===== config.mk =====
export PLATFORM = sky130hd
export DESIGN_NAME = adder
export DESIGN_NICKNAME = d
export VERILOG_FILES = /design/src/rtl/adder.sv
export SDC_FILE = /design/constraint.sdc
export NUM_CORES = 1
export LEC_CHECK = 0
export BUFFER_PORTS_ARGS = -buffer_cell sky130_fd_sc_hd__buf_2
export CAP_MARGIN = 20
export CORE_ASPECT_RATIO = 2
export CORE_MARGIN = 2
export CORE_UTILIZATION = 45
export DETAILED_ROUTE_END_ITERATION = 16
export GPL_ROUTABILITY_DRIVEN = 0
export PLACE_DENSITY = 0.65
export RECOVER_POWER = 100
export SLEW_MARGIN = 10
export SYNTH_ARGS = -nofsm -noshare
export SYNTH_HDL_FRONTEND = slang
export SYNTH_SLANG_ARGS = --single-unit

===== constraint.sdc =====
create_clock -name clk -period 10.5 [get_ports clk]
set_clock_uncertainty 0.15 [all_clocks]
set_input_delay 0.525 -clock clk [delete_from_list [all_inputs] [get_ports clk]]
set_output_delay 0.525 -clock clk [all_outputs]
set_load 0.01 [all_outputs]

===== src/rtl/adder.sv =====
// adder: IEEE-754 binary32 adder with stb/ack handshakes on both operands
// and the result. Multi-cycle FSM: alignment and normalisation move one bit
// per cycle, so latency depends on the operand exponents.
module adder (
  input  logic        clk,
  input  logic        rst,
  input  logic [31:0] input_a,
  input  logic        input_a_stb,
  output logic        input_a_ack,
  input  logic [31:0] input_b,
  input  logic        input_b_stb,
  output logic        input_b_ack,
  output logic [31:0] output_z,
  output logic        output_z_stb,
  input  logic        output_z_ack
);

  typedef enum logic [3:0] {
    GET_A, GET_B, UNPACK, SPECIAL, ALIGN, ADD_0, ADD_1,
    NORM_1, NORM_2, ROUND, PACK, PUT_Z
  } state_t;

  localparam logic signed [9:0] BIAS         = 10'sd127;
  localparam logic signed [9:0] EMIN         = -10'sd126;
  localparam logic signed [9:0] EMAX         = 10'sd127;
  // Beyond this exponent gap every mantissa bit lands in sticky anyway.
  localparam logic signed [9:0] COLLAPSE     = 10'sd27;
  localparam logic signed [9:0] NEG_COLLAPSE = -10'sd27;
  localparam logic [31:0]       QNAN         = 32'hFFC00000;

  state_t state, state_next;

  logic [31:0]       a, b, z;
  logic              a_s, b_s, z_s;
  logic signed [9:0] a_e, b_e, z_e;
  logic signed [9:0] exp_diff;
  logic [26:0]       a_m, b_m;
  logic [23:0]       z_m;
  logic [27:0]       sum;
  logic              guard, round_bit, sticky;

  logic              a_nan, b_nan, a_inf, b_inf, a_zero, b_zero;
  logic              special_hit;
  logic [31:0]       special_z;

  // Round-to-nearest-even increment decision.
  function automatic logic round_up(input logic lsb, input logic g,
                                    input logic r, input logic s);
    return g & (r | s | lsb);
  endfunction

  // Assemble the binary32 word, saturating overflow to infinity.
  function automatic logic [31:0] pack_word(input logic s,
                                            input logic signed [9:0] e,
                                            input logic [23:0] m);
    logic [7:0] ef;
    ef = 8'(e + BIAS);
    if (m == 24'd0)
      pack_word = 32'd0;
    else if (e > EMAX)
      pack_word = {s, 8'hFF, 23'd0};
    else if (e == EMIN && !m[23])
      pack_word = {s, 8'h00, m[22:0]};
    else
      pack_word = {s, ef, m[22:0]};
  endfunction

  assign exp_diff = a_e - b_e;

  assign a_nan  = (a[30:23] == 8'hFF) && (a[22:0] != 23'd0);
  assign b_nan  = (b[30:23] == 8'hFF) && (b[22:0] != 23'd0);
  assign a_inf  = (a[30:23] == 8'hFF) && (a[22:0] == 23'd0);
  assign b_inf  = (b[30:23] == 8'hFF) && (b[22:0] == 23'd0);
  assign a_zero = (a[30:0] == 31'd0);
  assign b_zero = (b[30:0] == 31'd0);

  // Special-operand result, evaluated in priority order.
  always_comb begin
    special_hit = 1'b1;
    special_z   = 32'd0;
    if (a_nan || b_nan)
      special_z = QNAN;
    else if (a_inf)
      special_z = (b_inf && (a[31] != b[31])) ? QNAN : {a[31], 8'hFF, 23'd0};
    else if (b_inf)
      special_z = {b[31], 8'hFF, 23'd0};
    else if (a_zero && b_zero)
      special_z = {a[31] & b[31], 31'd0};
    else if (a_zero)
      special_z = b;
    else if (b_zero)
      special_z = a;
    else
      special_hit = 1'b0;
  end

  // Next-state logic.
  always_comb begin
    state_next = state;
    case (state)
      GET_A:   if (input_a_ack && input_a_stb) state_next = GET_B;
      GET_B:   if (input_b_ack && input_b_stb) state_next = UNPACK;
      UNPACK:  state_next = SPECIAL;
      SPECIAL: state_next = special_hit ? PUT_Z : ALIGN;
      ALIGN:   if (exp_diff == 10'sd0) state_next = ADD_0;
      ADD_0:   state_next = ADD_1;
      ADD_1:   state_next = NORM_1;
      NORM_1: begin
        // An exact zero has nothing to normalise; skip the long walk to EMIN.
        if (z_m[23] || (z_e <= EMIN) || (z_m == 24'd0 && !guard && !round_bit))
          state_next = NORM_2;
      end
      NORM_2:  if (z_e >= EMIN) state_next = ROUND;
      ROUND:   state_next = PACK;
      PACK:    state_next = PUT_Z;
      PUT_Z:   if (output_z_stb && output_z_ack) state_next = GET_A;
      default: state_next = GET_A;
    endcase
  end

  // State register and registered handshake outputs.
  always_ff @(posedge clk or negedge rst) begin
    if (!rst) begin
      state        <= GET_A;
      input_a_ack  <= 1'b0;
      input_b_ack  <= 1'b0;
      output_z_stb <= 1'b0;
      output_z     <= 32'd0;
    end else begin
      state        <= state_next;
      input_a_ack  <= (state == GET_A) && !(input_a_ack && input_a_stb);
      input_b_ack  <= (state == GET_B) && !(input_b_ack && input_b_stb);
      output_z_stb <= (state == PUT_Z) && !(output_z_stb && output_z_ack);
      if (state == PUT_Z && !output_z_stb)
        output_z <= z;
    end
  end

  // Arithmetic datapath; control reset alone decides what it means.
  always_ff @(posedge clk) begin
    case (state)
      GET_A: if (input_a_ack && input_a_stb) a <= input_a;
      GET_B: if (input_b_ack && input_b_stb) b <= input_b;
      UNPACK: begin
        a_m <= {(a[30:23] != 8'd0), a[22:0], 3'b000};
        b_m <= {(b[30:23] != 8'd0), b[22:0], 3'b000};
        a_e <= (a[30:23] == 8'd0) ? EMIN : $signed({2'b00, a[30:23]}) - BIAS;
        b_e <= (b[30:23] == 8'd0) ? EMIN : $signed({2'b00, b[30:23]}) - BIAS;
        a_s <= a[31];
        b_s <= b[31];
      end
      SPECIAL: z <= special_z;
      ALIGN: begin
        if (exp_diff > 10'sd0) begin
          if (exp_diff >= COLLAPSE) begin
            b_m <= {26'd0, |b_m};
            b_e <= a_e;
          end else begin
            b_m <= {1'b0, b_m[26:2], b_m[1] | b_m[0]};
            b_e <= b_e + 10'sd1;
          end
        end else if (exp_diff < 10'sd0) begin
          if (exp_diff <= NEG_COLLAPSE) begin
            a_m <= {26'd0, |a_m};
            a_e <= b_e;
          end else begin
            a_m <= {1'b0, a_m[26:2], a_m[1] | a_m[0]};
            a_e <= a_e + 10'sd1;
          end
        end
      end
      ADD_0: begin
        z_e <= a_e;
        if (a_s == b_s) begin
          sum <= {1'b0, a_m} + {1'b0, b_m};
          z_s <= a_s;
        end else if (a_m >= b_m) begin
          sum <= {1'b0, a_m - b_m};
          z_s <= (a_m == b_m) ? 1'b0 : a_s;
        end else begin
          sum <= {1'b0, b_m - a_m};
          z_s <= b_s;
        end
      end
      ADD_1: begin
        if (sum[27]) begin
          z_m       <= sum[27:4];
          guard     <= sum[3];
          round_bit <= sum[2];
          sticky    <= sum[1] | sum[0];
          z_e       <= z_e + 10'sd1;
        end else begin
          z_m       <= sum[26:3];
          guard     <= sum[2];
          round_bit <= sum[1];
          sticky    <= sum[0];
        end
      end
      NORM_1: begin
        if (state_next == NORM_1) begin
          z_m       <= {z_m[22:0], guard};
          guard     <= round_bit;
          round_bit <= 1'b0;
          z_e       <= z_e - 10'sd1;
        end
      end
      NORM_2: begin
        if (z_e < EMIN) begin
          z_m       <= {1'b0, z_m[23:1]};
          guard     <= z_m[0];
          round_bit <= guard;
          sticky    <= sticky | round_bit;
          z_e       <= z_e + 10'sd1;
        end
      end
      ROUND: begin
        if (round_up(z_m[0], guard, round_bit, sticky)) begin
          if (&z_m) begin
            z_m <= 24'h800000;
            z_e <= z_e + 10'sd1;
          end else begin
            z_m <= z_m + 24'd1;
          end
        end
      end
      PACK: z <= pack_word(z_s, z_e, z_m);
      default: ;
    endcase
  end

endmodule


==> flow_summary.yaml <==
critical_path:
  path_common_cell: "o21ai_0"
  worst-path-max-fanout: 47
  critPathTopFamily: "buffers and inverters"
  cp_slowest_cell: "clkbuf_1"
  crit_chain: "inv_1 > ha_1 > fa_1 > nor2b_1 > o21ai_0 > a21boi_0 > o21ai_0 > a22oi_1 > xor2_1 > a41oi_4 > clkbuf_1 > o21ai_0 > a22o_1"
  worstSetupEndpointType: "flop"
  crit_required_ns: 10.67
  crit_buf_inv: 2
  reg2reg_from: "a_e[0]"
  reg2reg_slack_ns: 4.66
  slowest_delay_ns: 2.00
  setup.worst_path.class: "flop to flop"
  reg2reg_depth: 13
  worstPathArrival_ns: 6.01
  critPathLaunchType: "flop"
  r2r_end: "a_e[4]"
sta:
  tightest_slew_ns: 2.81
  tns_ns: 0
  fin_crit_ns: 5.84
  slew_violations: 418
  fmax_mhz: 171
  period_share: 0.556
  finalHoldViolCount: 0
  finalSetupViolCount: 0
  slew_headroom: -0.874
  rsz0062_at_grt: "no"
clock_network:
  cts_setup_buffers: 0
  cts.reportedPaths.clkPinSlew_ns: 0.07
  clock_path_buffers: 3
  cts_tree: "done"
  h-tree-depth: 1
  clock_latency_ns: 0.57
  cts_buffers: 28
  clock_sinks: 277
  root_buffer: "clkbuf_16"
global_route:
  antenna_found_initial: 1
  grt_util_all_layers: 0.304
  grt-ovfl-total: 0
  grt_max_degree: 62
  grt_pass1_wl_um: 94800
  grt_pass1_vias: 15705
hold_path:
  worstHoldStart: "output_z_ack"
  min_to: "output_z_stb"
  holdCritPathClass: "primary input to flop"
  whs_path_depth: 2
logic_synthesis:
  synth_top_area_frac: 0.399
  syn_inst: 1807
  syn_area_per_cell_um2: 9.91
  yosysTopAreaCell: "edfxtp_1"
  synth_edf_count: 238
  synth.distinct_cells: 73
  yosysSeqAreaShare: 0.454
  synth_most_common_cell: "edfxtp_1"
  synth_nets: 1990
  async_flop_share: 0.141
  ys_warn_count: 0
  synthFlopType: "edfxtp_1"
  synth_area_leaders: "edfxtp_1 40%, ha_1 7.6%, dfrtp_1 5.5%"
  synth.cells.most_frequent: "238 x edfxtp_1, 170 x nand2_1, 138 x a21oi_1, 124 x nor2_1, 118 x inv_1"
  syn_area_um2: 17900
  synth_seq_cells: 277
cells_and_area:
  drive_gt1_frac: 0.0828
  synthToLayoutAreaGrowth_pct: 13.6
  nets: 2117
run:
  cap_violations: 13
floorplanning:
  die_w_um: 145
  die_y_um: 286
  die_area_um2: 41500
  num_rows: 103
  coreArea_um2: 39300
  start_util: 0.455
  pin_count: 104
drt:
  ant_nets: 0
  route.vias.total: 15743
  avgRoutedWirePerCell_um: 26.1
  drtIter0Drc: 1510
  routed_wl_um: 64700
  viasPerCell: 6.34
  drc: 0
  first_pass_iters: 6
outcome:
  status: "finished, violations left"
  violations: "capacitance limit, slew limit"
place:
  place_hpwl_um: 47700
  io_buffers: 103
## layer usage
| metal | vias up | wire, um | track usage |
|---|---|---|---|
| met5 | - | 0 | 0 |
| met4 | 0 | 7680 | 0.296 |
| met3 | 363 | 4400 | 0.0474 |
| met2 | 917 | 32600 | 0.546 |
| met1 | 7486 | 20000 | 0.289 |
| li1 | 6977 | - | - |
## cells in the final DEF (no fill, tap or decap), types with 8 or more instances in the layout
master,instances
clkbuf_1,72
o211ai_1,10
a221oi_1,8
a21oi_1,138
buf_2,57
nand3_1,43
nor4_1,33
o31ai_1,56
o21bai_1,14
nor3_1,45
nand2_1,170
a21o_1,27
dfrtp_1,39
mux2_2,42
a211oi_1,20
and3_1,9
nand2b_1,16
buf_4,10
o22ai_1,18
inv_1,118
xor2_1,33
a221o_1,13
xnor2_1,56
clkbuf_16,30
and4_1,9
a22oi_1,31
dlygate4sd3_1,64
nor2b_1,24
nor2_1,123
a31oi_1,13
o21ai_0,87
nand4_1,26
ha_1,109
mux2i_1,29
a222oi_1,9
edfxtp_1,238
## worst max-delay path by stage
| stage | startpoint | end | slack, ns | cells past startpoint |
|---|---|---|---|---|
| floorplan | z_m[2] | z_e[0] | 6.39 | 7 |
| global placement | b_e[1] | b_e[0] | 5.96 | 13 |
| detailed placement | a_e[1] | b_e[0] | 5.86 | 12 |
| CTS | b_e[1] | b_e[0] | 5.81 | 13 |
| global route | b_e[1] | b_e[0] | 4.44 | 13 |
| finish | a_e[0] | a_e[4] | 4.66 | 13 |
## through the flow
| stage | hold WS, ns | setup WS, ns | area [um^2] | cells | utilization |
|---|---|---|---|---|---|
| 2_1_floorplan | 0.0794 | 6.39 | 17900 | 1807 | - |
| 3_3_place_gp | 0.304 | 5.96 | 18900 | 2360 | 0.482 |
| 3_5_place_dp | 0.313 | 5.86 | 18900 | 2360 | 0.482 |
| 4_1_cts | 0.000352 | 5.81 | 20400 | 2470 | 0.520 |
| 5_1_grt | 0.0309 | 4.44 | 20300 | 2481 | 0.517 |
| 6_report | 0.0329 | 4.66 | 20300 | 2482 | 0.518 |
## layout make-up
type | instances | area, um^2
Antenna cell | 1 | 2.50
Inverter | 118 | 443
Multi-Input combinational cell | 1312 | 8940
Clock buffer | 40 | 818
Timing Repair Buffer | 197 | 1260
Sequential cell | 277 | 8120
Fill cell | 3588 | 19000
Clock inverter | 12 | 96.3
Tap cell | 525 | 657
## timing repair
action | in CTS | in global routing
endpoints found under the hold margin | 85 | 6
endpoints found under the setup margin | 0 | 0
hold buffers | 58 | 6
resized for setup | 0 | 0
## kinds of logic (layout without fill, tap and decap cells)
logic type,count (synthesis),in the layout,synth area share
AO/OA/AOI/OAI,504,504,0.186
XOR/XNOR,91,91,0.0445
adder cells (fa/ha/maj),114,114,0.0818
buffers and inverters,218,367,0.0483
flip-flops,277,277,0.454
multiplexers,74,74,0.0445
other,0,1,0
AND/OR/NAND/NOR,529,529,0.141
## sequential cells by signal, summed over array words and instances (netlist names), 4 cells and up
signal	flops
a	32
b	32
output_z	32
z	32
sum	28
a_m	27
b_m	27
z_m	24
a_e	10
b_e	10
z_e	10
state	4
Power is not shown: default switching activity piles up to over one toggle a cycle in this logic, so the estimate is an artifact.
